===== config.mk =====
export PLATFORM = sky130hd
export DESIGN_NAME = id_stage_flat
export DESIGN_NICKNAME = d
export VERILOG_FILES = /design/src/rtl/id_stage_pkg.sv /design/src/rtl/id_stage_if.sv /design/src/rtl/id_stage_decoder.sv /design/src/rtl/id_stage.sv /design/src/flat_wrapper.sv
export SDC_FILE = /design/constraint.sdc
export NUM_CORES = 1
export LEC_CHECK = 0
export CAP_MARGIN = 15
export CORE_AREA = 2 2 310 312
export DETAILED_ROUTE_END_ITERATION = 8
export DIE_AREA = 0 0 312 314
export PLACE_DENSITY_LB_ADDON = 0.15
export SLEW_MARGIN = 25
export SYNTH_ARGS = -nofsm -noshare
export SYNTH_HDL_FRONTEND = slang
export SYNTH_SLANG_ARGS = --single-unit

===== constraint.sdc =====
create_clock -name clk -period 2.6 [get_ports clk]
set_input_delay 0.52 -clock clk [delete_from_list [all_inputs] [get_ports clk]]
set_output_delay 0.52 -clock clk [all_outputs]
set_load 0.01 [all_outputs]

===== src/rtl/id_stage_pkg.sv =====
// Shared RV32I types for the decode stage: opcodes, control enums,
// pipeline-register structs and the bubble constant.
package rv32i_types;

    localparam logic [31:0] NOP_INSN = 32'h0000_0013;

    localparam logic [6:0] op_lui   = 7'b0110111;
    localparam logic [6:0] op_auipc = 7'b0010111;
    localparam logic [6:0] op_jal   = 7'b1101111;
    localparam logic [6:0] op_jalr  = 7'b1100111;
    localparam logic [6:0] op_br    = 7'b1100011;
    localparam logic [6:0] op_load  = 7'b0000011;
    localparam logic [6:0] op_store = 7'b0100011;
    localparam logic [6:0] op_imm   = 7'b0010011;
    localparam logic [6:0] op_reg   = 7'b0110011;

    typedef enum logic [3:0] {
        ALU_ADD, ALU_SUB, ALU_SLL, ALU_SLT, ALU_SLTU,
        ALU_XOR, ALU_SRL, ALU_SRA, ALU_OR, ALU_AND
    } alu_op_t;

    typedef enum logic [1:0] {SRC1_RS1, SRC1_PC, SRC1_ZERO} alu_src1_t;
    typedef enum logic {SRC2_RS2, SRC2_IMM} alu_src2_t;
    typedef enum logic [1:0] {WB_ALU, WB_MEM, WB_PC4, WB_IMM} wb_sel_t;
    typedef enum logic [2:0] {
        IMM_NONE, IMM_I, IMM_S, IMM_B, IMM_U, IMM_J
    } imm_fmt_t;

    typedef struct packed {
        logic        valid;
        logic [63:0] order;
        logic [31:0] insn;
        logic [4:0]  rs1_addr;
        logic [4:0]  rs2_addr;
        logic [31:0] rs1_rdata;
        logic [31:0] rs2_rdata;
        logic [4:0]  rd_addr;
        logic [31:0] pc_rdata;
        logic [31:0] pc_wdata;
    } rvfi_t;

    typedef struct packed {
        logic [31:0] pc;
        logic [31:0] pc_next;
        rvfi_t       rvfi;
    } if_stage_t;

    typedef struct packed {
        logic [31:0] pc;
        logic [31:0] pc_next;
        logic [6:0]  opcode;
        logic [4:0]  rd;
        logic [2:0]  funct3;
        logic [4:0]  rs1;
        logic [4:0]  rs2;
        logic [6:0]  funct7;
        logic [31:0] imm;
        alu_op_t     alu_op;
        alu_src1_t   alu_src1_sel;
        alu_src2_t   alu_src2_sel;
        logic        branch;
        logic        jump;
        logic        mem_read;
        logic        mem_write;
        logic [2:0]  mem_funct3;
        wb_sel_t     wb_sel;
        logic        regf_we;
        logic        illegal;
        rvfi_t       rvfi;
    } id_stage_t;

    // A bubble decodes like addi x0,x0,0 but never writes anything.
    function automatic id_stage_t bubble(input logic ill);
        id_stage_t b;
        b              = '0;
        b.opcode       = op_imm;
        b.alu_src2_sel = SRC2_IMM;
        b.illegal      = ill;
        return b;
    endfunction

endpackage


===== src/rtl/id_stage_if.sv =====
// Instruction-memory response and register-file read port seen by decode.
interface id_stage_if;
    logic [31:0] imem_rdata;
    logic        imem_resp;
    logic [4:0]  rs1_addr;
    logic [4:0]  rs2_addr;
    logic [31:0] rs1_rdata;
    logic [31:0] rs2_rdata;

    modport master (
        output imem_rdata, imem_resp, rs1_rdata, rs2_rdata,
        input  rs1_addr, rs2_addr
    );

    modport slave (
        input  imem_rdata, imem_resp, rs1_rdata, rs2_rdata,
        output rs1_addr, rs2_addr
    );
endinterface


===== src/rtl/id_stage_decoder.sv =====
// Pure combinational RV32I decoder: fields, immediate, control, illegal.
module rv32i_decoder
    import rv32i_types::*;
(
    input  logic [31:0] insn_i,
    output id_stage_t   dec_o
);

    logic [6:0] opc;
    alu_op_t    arith;
    imm_fmt_t   fmt;
    logic       wr;

    assign opc = insn_i[6:0];

    always_comb begin
        arith = ALU_ADD;
        unique case (insn_i[14:12])
            3'b000: arith = (opc == op_reg && insn_i[30]) ? ALU_SUB : ALU_ADD;
            3'b001: arith = ALU_SLL;
            3'b010: arith = ALU_SLT;
            3'b011: arith = ALU_SLTU;
            3'b100: arith = ALU_XOR;
            3'b101: arith = insn_i[30] ? ALU_SRA : ALU_SRL;
            3'b110: arith = ALU_OR;
            3'b111: arith = ALU_AND;
        endcase
    end

    always_comb begin
        dec_o        = '0;
        fmt          = IMM_NONE;
        wr           = 1'b0;
        dec_o.opcode = opc;
        dec_o.rd     = insn_i[11:7];
        dec_o.funct3 = insn_i[14:12];
        dec_o.rs1    = insn_i[19:15];
        dec_o.rs2    = insn_i[24:20];
        dec_o.funct7 = insn_i[31:25];
        dec_o.alu_op = ALU_ADD;

        unique case (1'b1)
            opc == op_lui: begin
                fmt                = IMM_U;
                wr                 = 1'b1;
                dec_o.alu_src1_sel = SRC1_ZERO;
                dec_o.alu_src2_sel = SRC2_IMM;
                dec_o.wb_sel       = WB_IMM;
            end
            opc == op_auipc: begin
                fmt                = IMM_U;
                wr                 = 1'b1;
                dec_o.alu_src1_sel = SRC1_PC;
                dec_o.alu_src2_sel = SRC2_IMM;
            end
            opc == op_jal: begin
                fmt                = IMM_J;
                wr                 = 1'b1;
                dec_o.jump         = 1'b1;
                dec_o.alu_src1_sel = SRC1_PC;
                dec_o.alu_src2_sel = SRC2_IMM;
                dec_o.wb_sel       = WB_PC4;
            end
            opc == op_jalr: begin
                fmt                = IMM_I;
                wr                 = 1'b1;
                dec_o.jump         = 1'b1;
                dec_o.alu_src2_sel = SRC2_IMM;
                dec_o.wb_sel       = WB_PC4;
            end
            // ALU forms the target; the compare uses funct3 downstream.
            opc == op_br: begin
                fmt                = IMM_B;
                dec_o.branch       = 1'b1;
                dec_o.alu_src1_sel = SRC1_PC;
                dec_o.alu_src2_sel = SRC2_IMM;
            end
            opc == op_load: begin
                fmt                = IMM_I;
                wr                 = 1'b1;
                dec_o.mem_read     = 1'b1;
                dec_o.mem_funct3   = insn_i[14:12];
                dec_o.alu_src2_sel = SRC2_IMM;
                dec_o.wb_sel       = WB_MEM;
            end
            opc == op_store: begin
                fmt                = IMM_S;
                dec_o.mem_write    = 1'b1;
                dec_o.mem_funct3   = insn_i[14:12];
                dec_o.alu_src2_sel = SRC2_IMM;
            end
            opc == op_imm: begin
                fmt                = IMM_I;
                wr                 = 1'b1;
                dec_o.alu_op       = arith;
                dec_o.alu_src2_sel = SRC2_IMM;
            end
            opc == op_reg: begin
                wr           = 1'b1;
                dec_o.alu_op = arith;
            end
            default: dec_o.illegal = 1'b1;
        endcase

        unique case (fmt)
            IMM_I: dec_o.imm = {{20{insn_i[31]}}, insn_i[31:20]};
            IMM_S: dec_o.imm = {{20{insn_i[31]}}, insn_i[31:25], insn_i[11:7]};
            IMM_B: dec_o.imm = {{19{insn_i[31]}}, insn_i[31], insn_i[7],
                                insn_i[30:25], insn_i[11:8], 1'b0};
            IMM_U: dec_o.imm = {insn_i[31:12], 12'b0};
            IMM_J: dec_o.imm = {{11{insn_i[31]}}, insn_i[31], insn_i[19:12],
                                insn_i[20], insn_i[30:21], 1'b0};
            default: dec_o.imm = '0;
        endcase

        dec_o.regf_we = wr && (insn_i[11:7] != 5'd0);
    end

endmodule


===== src/rtl/id_stage.sv =====
// Decode stage: instruction hold across stalls, bubble insertion and the
// id_stage_reg pipeline register with RVFI tracking.
module id_stage
    import rv32i_types::*;
(
    input  logic          clk,
    input  logic          rst,
    input  if_stage_t     i_if_stage_reg,
    id_stage_if.slave     bus,
    input  logic          id_reg_we,
    input  logic          i_flush,
    output id_stage_t     id_stage_reg
);

    logic        hold_valid_q, hold_valid_d;
    logic [31:0] hold_insn_q, hold_insn_d;
    logic [31:0] insn;
    logic        insn_avail;
    id_stage_t   dec;
    id_stage_t   id_d, id_q;

    assign insn_avail   = bus.imem_resp | hold_valid_q;
    assign insn         = bus.imem_resp ? bus.imem_rdata :
                          hold_valid_q  ? hold_insn_q    : NOP_INSN;
    assign bus.rs1_addr = insn[19:15];
    assign bus.rs2_addr = insn[24:20];
    assign id_stage_reg = id_q;

    rv32i_decoder u_dec (
        .insn_i (insn),
        .dec_o  (dec)
    );

    // A flushed response is dropped rather than parked in the hold register.
    always_comb begin
        hold_valid_d = hold_valid_q;
        hold_insn_d  = hold_insn_q;
        if (i_flush || id_reg_we) begin
            hold_valid_d = 1'b0;
        end else if (bus.imem_resp) begin
            hold_valid_d = 1'b1;
            hold_insn_d  = bus.imem_rdata;
        end
    end

    always_comb begin
        id_d = id_q;
        if (i_flush) begin
            id_d = bubble(1'b0);
        end else if (id_reg_we) begin
            if (!insn_avail) begin
                id_d = bubble(1'b0);
            end else if (dec.illegal) begin
                id_d = bubble(1'b1);
            end else begin
                id_d                = dec;
                id_d.pc             = i_if_stage_reg.pc;
                id_d.pc_next        = i_if_stage_reg.pc_next;
                id_d.rvfi           = i_if_stage_reg.rvfi;
                id_d.rvfi.insn      = insn;
                id_d.rvfi.rs1_addr  = dec.rs1;
                id_d.rvfi.rs2_addr  = dec.rs2;
                id_d.rvfi.rs1_rdata = bus.rs1_rdata;
                id_d.rvfi.rs2_rdata = bus.rs2_rdata;
                id_d.rvfi.rd_addr   = dec.regf_we ? dec.rd : 5'd0;
            end
        end
    end

    always_ff @(posedge clk) begin
        if (rst) begin
            hold_valid_q <= 1'b0;
            hold_insn_q  <= '0;
            id_q         <= '0;
        end else begin
            hold_valid_q <= hold_valid_d;
            hold_insn_q  <= hold_insn_d;
            id_q         <= id_d;
        end
    end

endmodule

===== src/flat_wrapper.sv =====
// flat-port wrapper written by rule: the top's interface ports become plain ports
module id_stage_flat import rv32i_types::*;
  (clk, rst, i_if_stage_reg, id_reg_we, i_flush, id_stage_reg, bus_imem_rdata, bus_imem_resp, bus_rs1_rdata, bus_rs2_rdata, bus_rs1_addr, bus_rs2_addr);
  id_stage_if bus_i ();
  input  logic clk;
  input  logic rst;
  input  if_stage_t i_if_stage_reg;
  input  logic id_reg_we;
  input  logic i_flush;
  output id_stage_t id_stage_reg;
  input wire logic [$bits(bus_i.imem_rdata)-1:0] bus_imem_rdata;
  input wire logic [$bits(bus_i.imem_resp)-1:0] bus_imem_resp;
  input wire logic [$bits(bus_i.rs1_rdata)-1:0] bus_rs1_rdata;
  input wire logic [$bits(bus_i.rs2_rdata)-1:0] bus_rs2_rdata;
  output wire logic [$bits(bus_i.rs1_addr)-1:0] bus_rs1_addr;
  output wire logic [$bits(bus_i.rs2_addr)-1:0] bus_rs2_addr;
  assign bus_i.imem_rdata = bus_imem_rdata;
  assign bus_i.imem_resp = bus_imem_resp;
  assign bus_i.rs1_rdata = bus_rs1_rdata;
  assign bus_i.rs2_rdata = bus_rs2_rdata;
  assign bus_rs1_addr = bus_i.rs1_addr;
  assign bus_rs2_addr = bus_i.rs2_addr;
  id_stage u_core (.clk(clk), .rst(rst), .i_if_stage_reg(i_if_stage_reg), .bus(bus_i), .id_reg_we(id_reg_we), .i_flush(i_flush), .id_stage_reg(id_stage_reg));
endmodule

== Yosys cells after proc, flatten, opt, wreduce, memory -nomap -nowiden ==
Cells that the tools add are included.

* Memories kept: 0
* RAM bits: 0
* Bits in read-only memories: 0
* Latch bits: 0
* Flip-flop bits (word level): 419
* Input port bits: 405
* Logic and storage cells: 96
* Output and inout port bits: 396

* Multiplexer cells: 22
* Bitwise operators: 2
* Equal/unequal tests: 21
* Add/subtract/negate cells: 0
* Magnitude comparators: 0
* Reductions and logical operators: 18
* Divide/modulo/power cells: 0
* Shifts and indexed selects: 0
* $mul: 0

{| class="wikitable"
|+ Operator list
! cell !! count
|-
| $mux 386 || 2
|-
| $mux 320 || 2
|-
| $pmux 32 s5 || 1
|-
| $mux 32 || 2
|-
| $pmux 4 s8 || 1
|-
| $eq 7x6->1 const B || 3
|-
| $eq 7x7->1 const B || 3
|-
| $eq 3x3->1 const B || 6
|-
| $pmux 3 s5 || 1
|-
| $eq 7x5->1 const B || 2
|-
| $eq 3x2->1 const B || 4
|-
| $reduce_or 2->1 || 6
|-
| $reduce_or 9->1 || 1
|-
| $mux 1 || 8
|-
| $reduce_or 8->1 || 1
|-
| $eq 7x2->1 const B || 1
|-
| $reduce_or 7->1 || 1
|-
| $eq 3x1->1 const B || 2
|-
| $pmux 2 s3 || 1
|-
| $reduce_or 3->1 || 2
|-
| $mux 5 || 1
|-
| $reduce_bool 5->1 || 1
|-
| $mux 4 || 1
|-
| $pmux 2 s2 || 1
|-
| other kinds (8) || 9
|}

== Longest topological paths before layout ==
* Word-level depth: 11
* Gate-level depth with buffers: 10
* Gate-level depth less buffers: 6

== Modules after synthesis ==
A second synthesis with hierarchy kept.

* Cell total of the unflattened synthesis: 2292
* Area, all modules: 19288.5 um^2

{| class="wikitable"
|+ By module, submodules not included
! module !! area each (um^2) !! seq. area each (um^2) !! instances !! cells an instance
|-
| id_stage || 15977.8 || 8187.9 || 1 || 1838
|-
| rv32i_decoder || 3310.7 || 0.0 || 1 || 454
|}

== Least setup slack after synthesis ==
No wires, ideal clock.

* Path type: input port to output port
* Start point: input bus_imem_resp
* End point: output bus_rs1_addr[0]
* Cell stages on the path: 7
* Arrival: 1811 ps
* Path slack: 269 ps
* Required time: 2080 ps
* Buffers on the path: 5
* Cell sequence: buf_6 -> buf_2 -> clkbuf_1 -> buf_2 -> buf_1 -> a22oi_1 -> inv_1

* Word-level cells in the longest chain between the ends: 1

{| class="wikitable"
|+ RTL lines
! element !! line !! RTL
|-
| start: declaration || flat_wrapper.sv:12 || <nowiki>input wire logic [$bits(bus_i.imem_resp)-1:0] bus_imem_resp;</nowiki>
|-
| $mux 32 || id_stage.sv:23 || <nowiki>assign insn = bus.imem_resp ? bus.imem_rdata :</nowiki>
|-
| end: declaration || flat_wrapper.sv:15 || <nowiki>output wire logic [$bits(bus_i.rs1_addr)-1:0] bus_rs1_addr;</nowiki>
|}

No other way between the ends.

== Worst setup path in the final report ==
* Start point: register u_core.hold_valid_q
* End point: output bus_rs2_addr[2]

* Word-level cells in the longest chain between the ends: 2

{| class="wikitable"
|+ RTL lines
! element !! line !! RTL
|-
| start: declaration || id_stage.sv:15 || <nowiki>logic hold_valid_q, hold_valid_d;</nowiki>
|-
| start signal: assignment || id_stage.sv:76 || <nowiki>hold_valid_q <= hold_valid_d;</nowiki>
|-
| $mux 32 || id_stage.sv:24 || <nowiki>hold_valid_q ? hold_insn_q : NOP_INSN;</nowiki>
|-
| $mux 32 || id_stage.sv:23 ||
|-
| end: declaration || flat_wrapper.sv:16 || <nowiki>output wire logic [$bits(bus_i.rs2_addr)-1:0] bus_rs2_addr;</nowiki>
|}

No other way between the ends.

==> flow_metrics.env <==
export IMPL_status="finished, final reports clean"
export IMPL_r2r_cells=10
export IMPL_finalSetupTns_ns=0
export IMPL_viasPerCell=4.00
export IMPL_drive_gt1_frac=0.0961
export IMPL_multi_input_area_um2=5370
export IMPL_min_from="u_core.id_stage_reg[278]$_SDFFE_PP0P_"
export IMPL_seqCellArea_um2=7610
export IMPL_ys_flop_type="dfxtp_1"
export IMPL_nFillCells=10300
export IMPL_yosysSeqAreaShare=0.551
export IMPL_cts_root_buf="clkbuf_16"
export IMPL_yosysUniqueCellTypes=49
export IMPL_holdBufCountCts=0
export IMPL_synth_compound_area_frac=0.240
export IMPL_dieArea_um2=98000
export IMPL_p_leak_nw=8.24
export IMPL_final_common_cell="clkdlybuf4s50_1"
export IMPL_insertion_delay_ns=0.59
export IMPL_synthAdderAreaFrac=0
export IMPL_coreArea_um2=94400
export IMPL_r2r_slack_ns=0.22
export IMPL_path_clk_slew_ns=0.06
export IMPL_num_rows=113
export IMPL_io_buffers=689
export IMPL_antenna_found_initial=7
export IMPL_cts_max_level=2
export IMPL_yosys_warnings=0
export IMPL_netlist_area_leader_share=0.551
export IMPL_synth_simple_gate_area_share=0.145
export IMPL_cp_end_kind="primary output"
export IMPL_grt_pass1_wl_um=97000
export IMPL_grt_overflow_total=0
export IMPL_muxShareOfSynthArea=0.000815
export IMPL_cts_sinks=380
export IMPL_syn_to_final_growth_pct=75.6
export IMPL_worst_slew_pin_slew_ns=0.960
export IMPL_critical_path_peak_fanout=12
export IMPL_ant_nets=0
export IMPL_final_cell_mix="clkdlybuf4s50_1, dfxtp_1, nor2_1"
export IMPL_synthXorXnorAreaFrac=0
export IMPL_synth_net_count=1936
export IMPL_netlist_top_cells_area="dfxtp_1, a22oi_1, nor2_1, nand2_1, clkbuf_1"
export IMPL_die_w_um=312
export IMPL_syn_area_um2=13800
export IMPL_largest_reg_flops=347
export IMPL_period_needed_ns=2.52
export IMPL_dr_pass1_iters=5
export IMPL_wl_um=68600
export IMPL_avgSynthCellArea_um2=9.03
export IMPL_cp_required_ns=2.08
export IMPL_async_reset_ff_frac=0
export IMPL_cts_buffer_depth=3
export IMPL_skew_ns=0.0143
export IMPL_power_density_nw_per_um2=590
export IMPL_cts_tree="yes"
export IMPL_max_vdd_ir_drop_v=0.000363
export IMPL_gp_congestion=0.805
export IMPL_synth_top_area_cell="dfxtp_1"
export IMPL_worst_ep_arrival_time_ns=2.00
export IMPL_period_share=0.968
export IMPL_drt_iter0_markers=795
export IMPL_hold_violations=0
export IMPL_maxSlewViolCount=0
export IMPL_cp_startpoint="u_core.hold_valid_q$_SDFFE_PP0P_"
export IMPL_maxCapViolCount=0
export IMPL_synth_edf_count=0
export IMPL_synth_top_family_by_area="compound AO/OA/AOI/OAI gates"
export IMPL_nNetsFinal=2628
export IMPL_ys_ff_latch=380
export IMPL_wl_per_cell_um=19.5
export IMPL_hold_class="reg2reg"
export IMPL_drc=0
export IMPL_io_pins=801
export IMPL_postLayoutCoreUtil=0.257
export IMPL_crit_end="bus_rs2_addr[2]"
export IMPL_start_kind="register"
export IMPL_finalSetupViolCount=0
export IMPL_place_hpwl_um=52300
export IMPL_vias=14100
export IMPL_grt_setup_unrepaired="no"
export IMPL_rr_endpoint="u_core.id_stage_reg[65]$_SDFFE_PP0P_"
export IMPL_grt_util_all_layers=0.132
export IMPL_crit_reg2reg_launch="u_core.hold_valid_q$_SDFFE_PP0P_"
export IMPL_cts_buffers=50
export IMPL_die_y_um=314
export IMPL_grt_max_degree=120
export IMPL_fmax_mhz=397
export IMPL_critPathKind="reg2out"
export IMPL_slew_headroom=0.360
export IMPL_initial_core_util=0.146
export IMPL_first_global_vias=13900
export IMPL_postSynthCellCount=1531
==> layout make-up <==
cell class / count / share of cell area
repair buffers: 813 / 0.331
well taps: 1265 / 0.0652
inverters: 7 / 0.00139
multi-input cells: 971 / 0.221
flip-flops and latches: 380 / 0.313
clock inverters: 10 / 0.00541
clock buffers: 76 / 0.0614
diodes: 4 / 0.000412
==> stage by stage <==
| step | setup slack (ns) | area (um2) | hold WS (ns) | power [mW] | cells |
|---|---|---|---|---|---|
| floorplan | 0.269 | 13800 | 0.436 | 6.59 | 1531 |
| global placement | -0.202 | 22600 | 0.438 | 7.58 | 3435 |
| detailed placement | -0.225 | 22600 | 0.441 | 7.58 | 3435 |
| CTS | 0.0248 | 24300 | 0.453 | 14.7 | 3522 |
| global route | 0.0198 | 24300 | 0.469 | 14.9 | 3525 |
| finish | 0.0823 | 24300 | 0.449 | 14.3 | 3526 |
==> cells by family (layout without fill, tap and decap cells) <==
logic type             count (synthesis)  in the layout
multiplexers                           1              1
flip-flops                           380            380
AND/OR/NAND/NOR                      502            502
buffers and inverters                180            906
other                                  0              4
AO/OA/AOI/OAI                        468            468
==> worst max-delay path, stage by stage, from the launching register on <==
cell and delay, ns:
dfxtp_1 0.32, nor2b_4 0.23, buf_8 0.18, a22o_4 0.14, clkdlybuf4s50_1 0.53
==> worst min-delay path by stage <==
stage,to,slack (ns),depth (start not counted)
6_report,u_core.id_stage_reg[278]$_SDFFE_PP0P_,0.45,2
5_1_grt,u_core.hold_insn_q[18]$_SDFFE_PP0P_,0.47,2
2_1_floorplan,u_core.hold_insn_q[15]$_SDFFE_PP0P_,0.44,2
3_5_place_dp,u_core.id_stage_reg[278]$_SDFFE_PP0P_,0.44,2
3_3_place_gp,u_core.id_stage_reg[278]$_SDFFE_PP0P_,0.44,2
4_1_cts,u_core.id_stage_reg[274]$_SDFFE_PP0P_,0.45,2
==> synthesized netlist by cell type (5+ instances only) <==
master    instances
dfxtp_1         380
nor3_1            9
o21ai_0          31
and2_1           10
a32oi_1           5
a22oi_1         310
a22o_1           22
inv_1             6
nand2_1         126
a31o_2            7
buf_4            39
clkbuf_1         97
nor2_1          328
nand3_1          10
buf_2            33
a21oi_1          60
o21ai_1          12
==> timing repair <==
action                                 4_1_cts  5_1_grt
gates resized for setup                     14        0
endpoints found under the hold margin        0        0
setup endpoints to repair                   10        0
buffers inserted                             1        0
==> layer usage <==
metal	vias up	wire (um)	GRT usage
met5	-	39	0
met4	6	1420	0.0366
met3	85	4020	0.0334
met2	427	33600	0.225
met1	6826	29600	0.165
li1	6768	-	-
==> power breakdown <==
group | switching, mW | leakage (nW) | internal, mW
combinational | 0.701 | 4.38 | 0.787
sequential | 0.0467 | 3.07 | 5.90
clock | 2.68 | 0.797 | 4.20
No activity file was read; power rests on OpenSTA's default activity.
